<file path="config.mk">
export PLATFORM = sky130hd
export DESIGN_NAME = riscv_test_monitor
export DESIGN_NICKNAME = d
export VERILOG_FILES = /design/src/rtl/riscv_test_monitor.sv
export SDC_FILE = /design/constraint.sdc
export NUM_CORES = 1
export LEC_CHECK = 0
export CELL_PAD_IN_SITES_DETAIL_PLACEMENT = 0
export CELL_PAD_IN_SITES_GLOBAL_PLACEMENT = 1
export CORE_UTILIZATION = 35
export CTS_CLUSTER_DIAMETER = 200
export DETAILED_ROUTE_END_ITERATION = 12
export GPL_TIMING_DRIVEN = 0
export PLACE_DENSITY = 0.95
export RECOVER_POWER = 25
export SETUP_SLACK_MARGIN = 0.02
export SYNTH_ARGS = -nofsm -noshare
export SYNTH_HDL_FRONTEND = slang
export SYNTH_SLANG_ARGS = --single-unit
</file>
<file path="constraint.sdc">
create_clock -name clk -period 3.9 [get_ports clk]
set_clock_uncertainty 0.15 [all_clocks]
set_input_delay 0.39 -clock clk [delete_from_list [all_inputs] [get_ports clk]]
set_output_delay 0.39 -clock clk [all_outputs]
set_load 0.1 [all_outputs]
</file>
<file path="src/rtl/riscv_test_monitor.sv">
// Snoops register-file writes of a RISC-V core under test and reports PASS/FAIL/TIMEOUT.
// Optional event counter on watched-register writes enabled by `define TEST_MONITOR_EVT_CNT_EN.
module riscv_test_monitor #(
  parameter int DATA_W     = 32,
  parameter int ADDR_W     = 5,
  parameter int NUM_WATCH  = 3,
  parameter int WATCH_BASE = 27,
  parameter int DONE_REG   = 26,
  parameter int PASS_REG   = 27,
  parameter int TMO_W      = 16,
  parameter int TMO_LIMIT  = 1000
) (
  input  logic                          clk,
  input  logic                          rst,
  input  logic                          start,
  input  logic                          wr_en,
  input  logic [ADDR_W-1:0]             wr_addr,
  input  logic [DATA_W-1:0]             wr_data,
  output logic [NUM_WATCH*DATA_W-1:0]   watch_data,
  output logic [TMO_W-1:0]              cycle_cnt,
  output logic                          busy,
  output logic                          pass,
  output logic                          fail,
  output logic                          timeout,
  output logic [15:0]                   evt_cnt
);

  localparam logic [2:0] S_IDLE = 3'd0;
  localparam logic [2:0] S_RUN  = 3'd1;
  localparam logic [2:0] S_PASS = 3'd2;
  localparam logic [2:0] S_FAIL = 3'd3;
  localparam logic [2:0] S_TMO  = 3'd4;

  localparam logic [ADDR_W-1:0] DONE_IDX = ADDR_W'(DONE_REG);
  localparam logic [ADDR_W-1:0] PASS_IDX = ADDR_W'(PASS_REG);
  localparam logic [TMO_W-1:0]  TMO_LAST = TMO_W'(TMO_LIMIT - 1);

  logic [2:0]                  r_state;
  logic [2:0]                  w_next;
  logic [TMO_W-1:0]            r_cycle_cnt;
  logic [DATA_W-1:0]           r_shadow;
  logic [NUM_WATCH*DATA_W-1:0] r_watch_data;
  logic                        r_busy;
  logic                        r_pass;
  logic                        r_fail;
  logic                        r_timeout;

  logic w_acc;
  logic w_done;
  logic w_arm;

  assign w_acc  = (r_state == S_RUN) && wr_en && (wr_addr != '0);
  assign w_done = w_acc && (wr_addr == DONE_IDX) && (wr_data != '0);
  // start is ignored while a test is running; any other state rearms.
  assign w_arm  = start && (r_state != S_RUN);

  always_comb begin
    w_next = r_state;
    case (r_state)
      S_IDLE, S_PASS, S_FAIL, S_TMO: begin
        if (start) w_next = S_RUN;
      end
      S_RUN: begin
        // A terminating DONE write takes priority over the budget running out.
        if (w_done)
          w_next = (r_shadow == DATA_W'(1)) ? S_PASS : S_FAIL;
        else if (r_cycle_cnt == TMO_LAST)
          w_next = S_TMO;
      end
      default: w_next = S_IDLE;
    endcase
  end

  always_ff @(posedge clk) begin
    if (rst) begin
      r_state      <= S_IDLE;
      r_busy       <= 1'b0;
      r_pass       <= 1'b0;
      r_fail       <= 1'b0;
      r_timeout    <= 1'b0;
      r_cycle_cnt  <= '0;
      r_shadow     <= '0;
      r_watch_data <= '0;
    end else begin
      r_state   <= w_next;
      r_busy    <= (w_next == S_RUN);
      r_pass    <= (w_next == S_PASS);
      r_fail    <= (w_next == S_FAIL);
      r_timeout <= (w_next == S_TMO);
      if (w_arm) begin
        r_cycle_cnt  <= '0;
        r_shadow     <= '0;
        r_watch_data <= '0;
      end else begin
        if (r_state == S_RUN)
          r_cycle_cnt <= r_cycle_cnt + 1'b1;
        if (w_acc && (wr_addr == PASS_IDX))
          r_shadow <= wr_data;
        for (int i = 0; i < NUM_WATCH; i++) begin
          if (w_acc && (wr_addr == ADDR_W'(WATCH_BASE + i)))
            r_watch_data[i*DATA_W +: DATA_W] <= wr_data;
        end
      end
    end
  end

  assign watch_data = r_watch_data;
  assign cycle_cnt  = r_cycle_cnt;
  assign busy       = r_busy;
  assign pass       = r_pass;
  assign fail       = r_fail;
  assign timeout    = r_timeout;

`ifdef TEST_MONITOR_EVT_CNT_EN
  localparam logic [ADDR_W-1:0] WIN_LO = ADDR_W'(WATCH_BASE);
  localparam logic [ADDR_W-1:0] WIN_HI = ADDR_W'(WATCH_BASE + NUM_WATCH - 1);

  logic        w_hit;
  logic [15:0] r_evt_cnt;

  assign w_hit = w_acc && (wr_addr >= WIN_LO) && (wr_addr <= WIN_HI);

  always_ff @(posedge clk) begin
    if (rst)
      r_evt_cnt <= '0;
    else if (w_arm)
      r_evt_cnt <= '0;
    else if (w_hit && (r_evt_cnt != 16'hFFFF))
      r_evt_cnt <= r_evt_cnt + 16'd1;
  end

  assign evt_cnt = r_evt_cnt;
`else
  assign evt_cnt = '0;
`endif

endmodule

</file>
# Word-level counts from Yosys, hierarchy flattened

Index checks and enable logic that the tools add are counted.

Bits in registers: 119
Input bits: 41
Logic and storage cells: 43
Output and inout port bits: 132

Multiplexer cells: 5
Eq/ne operators: 15
Add/subtract/negate cells: 1
Reductions and logical operators: 13

Operators by type and width:

| operator                                                                | count |
|---|---|
| 32-bit by 1-bit == test with 1-bit output, second input constant        | 1 |
| 32-bit nonzero test                                                     | 1 |
| 5-bit == test, second input constant                                    | 4 |
| 16-bit by 1-bit adder with 16-bit output, second input constant         | 1 |
| 16-bit by 10-bit == test with 1-bit output, second input constant       | 1 |
| 3-bit by 2-bit == test with 1-bit output, second input constant         | 4 |
| 3-bit 2-to-1 mux                                                        | 3 |
| 1-bit logical AND                                                       | 8 |
| 3-bit by 1-bit == test with 1-bit output, second input constant         | 2 |
| 3-bit == test, second input constant                                    | 2 |
| 3-bit one-hot mux with 2 select lines                                   | 1 |
| 5-bit nonzero test                                                      | 1 |
| 4-bit OR reduction                                                      | 1 |
| 3-bit logical NOT                                                       | 1 |
| 3-bit by 1-bit inequality test with 1-bit output, second input constant | 1 |
| 2-bit OR reduction                                                      | 1 |
| 1-bit 2-to-1 mux                                                        | 1 |

# Depth between registers and ports, before layout

Word-level depth: 8
Depth in mapped cells: 8
Mapped depth without buffers: 6

# Least setup slack after synthesis

Ideal clock, no wire load.

Path kind: register to register
Start point: reg r_cycle_cnt[0], in the netlist cycle_cnt[0]
End point: reg r_state[0]
Buffers on the path: 0
Library setup time: 130 ps
Arrival: 2,209 ps
Stages on the path, launching flop included: 7
Path slack: 1,411 ps
Required time: 3,620 ps
Period minus slack after synthesis: 2,489 ps
Cell sequence: dfxtp_1 > ha_1 > and3_1 > nand4_1 > or3b_2 > nand3b_1 > a21boi_0

Cells in the longest elaborated chain, start to end: 4

Ends and longest elaborated chain:

| item                                       | line | source |
|---|---|---|
| from (decl)                                | 40   | `logic [TMO_W-1:0] r_cycle_cnt;` |
| from (signal assigned)                     | 96   | `r_cycle_cnt <= r_cycle_cnt + 1'b1;` |
| 16-bit by 10-bit == test with 1-bit output | 67   | `else if (r_cycle_cnt == TMO_LAST)` |
| 3-bit 2-to-1 mux                           | 67   |  |
| 3-bit 2-to-1 mux                           | 65   | `if (w_done)` |
| 3-bit one-hot mux with 2 select lines      | 59   | `case (r_state)` |
| to (signal assigned)                       | 85   | `r_state <= w_next;` |
| to (decl)                                  | 38   | `logic [2:0] r_state;` |

No other way between the ends.
A chain may end at the register's enable or synchronous reset.

# Final worst setup path

Start point: reg r_cycle_cnt[11], in the netlist cycle_cnt[11]
End point: out cycle_cnt[11]

RTL lines:

| item      | line | source |
|---|---|---|
| to (decl) | 20   | `output logic [TMO_W-1:0] cycle_cnt,` |

No word-level cell between the ends.

==> results by group <==
Critical path
  • CP Capture Type: output port
  • Crit-path cells: clkdlybuf4s50_1
  • Kind of cell adding the most delay to the critical path: buffers and inverters
  • CP startpoint kind: flip-flop
  • Crit path required time: 3.36 ns
  • Largest fanout on the critical path: 7
  • Worst path arrival time: 2.04 ns
  • Kind of critical path: flip-flop to output port
  • Crit path max-delay cell type: clkdlybuf4s50_1
  • CP Buf/Inv Count: 1
  • CP peak stage delay: 1.19 ns

Clock tree
  • Post-CTS setup buffers: 0
  • Clock latency on the worst-skew pair: 0.41 ns
  • Clock sinks: 119
  • Hold_buf cts: 0
  • CTS root buf: clkbuf_16
  • CTS max path bufs: 2
  • Total CTS buffers: 17
  • H-Tree Depth: 4
  • Clock Pin Slew Worst Setup and Hold Paths: 0.05 ns
  • CTS tree: done
  • Post-CTS resize count: 0

Floorplanning
  • Die width: 119.6 um
  • Core box area: 13,350 um2
  • Chip height: 119.6 um
  • Die footprint: 14,310 um2
  • Top-Level Pins: 173
  • Starting Density: 0.3628
  • Std cell rows: 42

Final layout
  • Most frequent cells in the layout: 182 x nand2_1, 155 x clkdlybuf4s50_1, 119 x dfxtp_1
  • Util after Layout: 0.5414
  • Area Overhead vs Synth: 49.25%
  • Non-Filler Instances: 961
  • Ratio of cells with drive above 1 in the final layout: 0.1414
  • Diodes inserted: 0
  • Most common cell after layout, fill and taps aside: nand2_1
  • # fillers: 1,272
  • Final net count: 814

Synth
  • Dominant synthesized flop cell: dfxtp_1
  • Count of different cell masters after synthesis: 40
  • Avg Synthesized Cell Area: 8.320 um2
  • Post-synthesis sequential area ratio: 0.4920
  • Async set-reset flop share out of synthesis: 0
  • Number of flops mapped to enable cells by yosys: 0
  • Syn Inst Count: 582
  • Mapped Area: 4842 um2
  • Yosys warns: 0
  • #FFs+latches synth: 119

Routing
  • Routed Antenna Nets: 0
  • Initial DRC Count: 279
  • Vias: 4,488
  • # DRC: 0
  • Post-DR wirelength/cell: 14.69 um
  • Drt pass-1 iters: 5
  • WL final: 14,120 um
  • Via density per instance: 4.670

STA
  • Tmin final: 2.581 ns
  • Fin. Hold Viols: 0
  • Slew @ Worst Pin: 1.025 ns
  • Setup TNS: 0 ns
  • Fmax achieved: 0.3874 GHz
  • Period utilisation layout: 0.6619
  • Max-slew violations: 0
  • Rel. slew slack: 0.3145
  • Final setup fails: 0
  • Setup repair after global routing missed its margin: no

Global route
  • Grt ovf: 0
  • First-pass GRT wire length: 22,310 um
  • GRT Overall Usage: 0.2017
  • Largest net degree at the start of global routing: 17
  • Antenna violations before repair: 0
  • Vias in the first global route: 4,196

Job
  • Max_cap viols: 0

Pwr
  • PnR Total Power: 2.939 mW
  • Peak supply drop: 0.3081 mV
  • Cell Pwr Density: 406.7 nW/um2
  • Static leakage: 2.373 nW

Worst hold path
  • Worst hold path type: flip-flop to flip-flop

Placement
  • Global placer's final weighted congestion: 0.8057
  • I/O Buffers: 156
  • Placed Instances: 929
  • Dpl hpwl: 10,180 um

Outcome
  • Outcome: finished clean
==> worst register-to-register path, cell delays in order, from the launching register on <==
cell	delay (ns)
dfxtp_1	0.41
or3b_1	0.14
clkbuf_1	0.25
nand2_1	0.09
nand2_1	0.15
clkbuf_1	0.49
clkbuf_1	0.57
a21oi_1	0.10
==> kinds of logic after synthesis <==
group	share of synthesized area
XOR/XNOR	0.02171
other	0.0007745
AND/OR/NAND/NOR	0.2625
flip-flops	0.4920
AO/OA/AOI/OAI	0.1450
adder cells (fa/ha/maj)	0.002584
buffers and inverters	0.07545
==> stage by stage <==
| step | setup slack, ns | hold WS [ns] | cell area, um2 |
|---|---|---|---|
| finish | 1.319 | 0.3016 | 7227 |
| global placement | 1.120 | 0.2914 | 6680 |
| floorplan | 1.411 | 0.3091 | 4898 |
| detailed placement | 1.140 | 0.2961 | 6680 |
| CTS | 1.328 | 0.3035 | 7249 |
| global route | 1.177 | 0.3223 | 7227 |
==> path summary, 6_finish.rpt <==
check,from,to,slack [ns],cells after the start
hold / removal,watch_data[80],watch_data[80],0.30,2
setup reg to reg,r_state[2],watch_data[65],1.41,7
setup / recovery,cycle_cnt[11],cycle_cnt[11],1.32,1
hold reg to reg,watch_data[80],watch_data[80],0.30,2
==> metal layers <==
layer / up-vias / GRT usage / share of wire
met1: 2046 / 0.2627 / 0.47
met5: - / 0 / 0
met2: 140 / 0.3136 / 0.45
met4: 0 / 0.05391 / 0.0050
met3: 10 / 0.07319 / 0.073
li1: 2292 / - / -
==> layout make-up <==
class / count / area, um2 / share of cell area
sequential: 119 / 2382 / 0.3296
multi-input combinational: 422 / 2137 / 0.2957
timing repair buffer: 156 / 1562 / 0.2161
clock buffer: 20 / 466.7 / 0.06458
buffer: 51 / 337.8 / 0.04675
tap: 176 / 220.2 / 0.03047
clock inverter: 12 / 102.6 / 0.01420
inverter: 5 / 18.77 / 0.002597
==> power breakdown <==
| part | switching (mW) | internal (mW) | leakage, nW |
|---|---|---|---|
| Combinational | 0.174 | 0.0674 | 1.14 |
| Clock | 0.553 | 0.920 | 0.274 |
| Sequential | 0.00349 | 1.22 | 0.959 |
==> cells in the mapped netlist (all sizes together) (2+ instances only) <==
cell | count | share of area
a21boi | 2 | 0.0031
a21oi | 103 | 0.13
and3 | 3 | 0.0039
buf | 30 | 0.055
clkbuf | 21 | 0.016
dfxtp | 119 | 0.49
inv | 5 | 0.0039
nand2 | 202 | 0.17
nand3 | 6 | 0.0062
nand3b | 3 | 0.0047
nand4 | 9 | 0.012
nor2 | 18 | 0.014
nor3 | 4 | 0.0065
nor3b | 2 | 0.0031
nor4 | 19 | 0.025
o211ai | 2 | 0.0031
o21ai | 5 | 0.0052
or3 | 4 | 0.0052
or3b | 2 | 0.0036
xnor2 | 7 | 0.013
xor2 | 5 | 0.0090
==> sequential cells by signal, summed over array words and instances (netlist names) <==
signal	cells
cycle_cnt	16
timeout	1
watch_data	96
pass	1
r_state	3
fail	1
busy	1
Power figures use the tool's default switching activity.
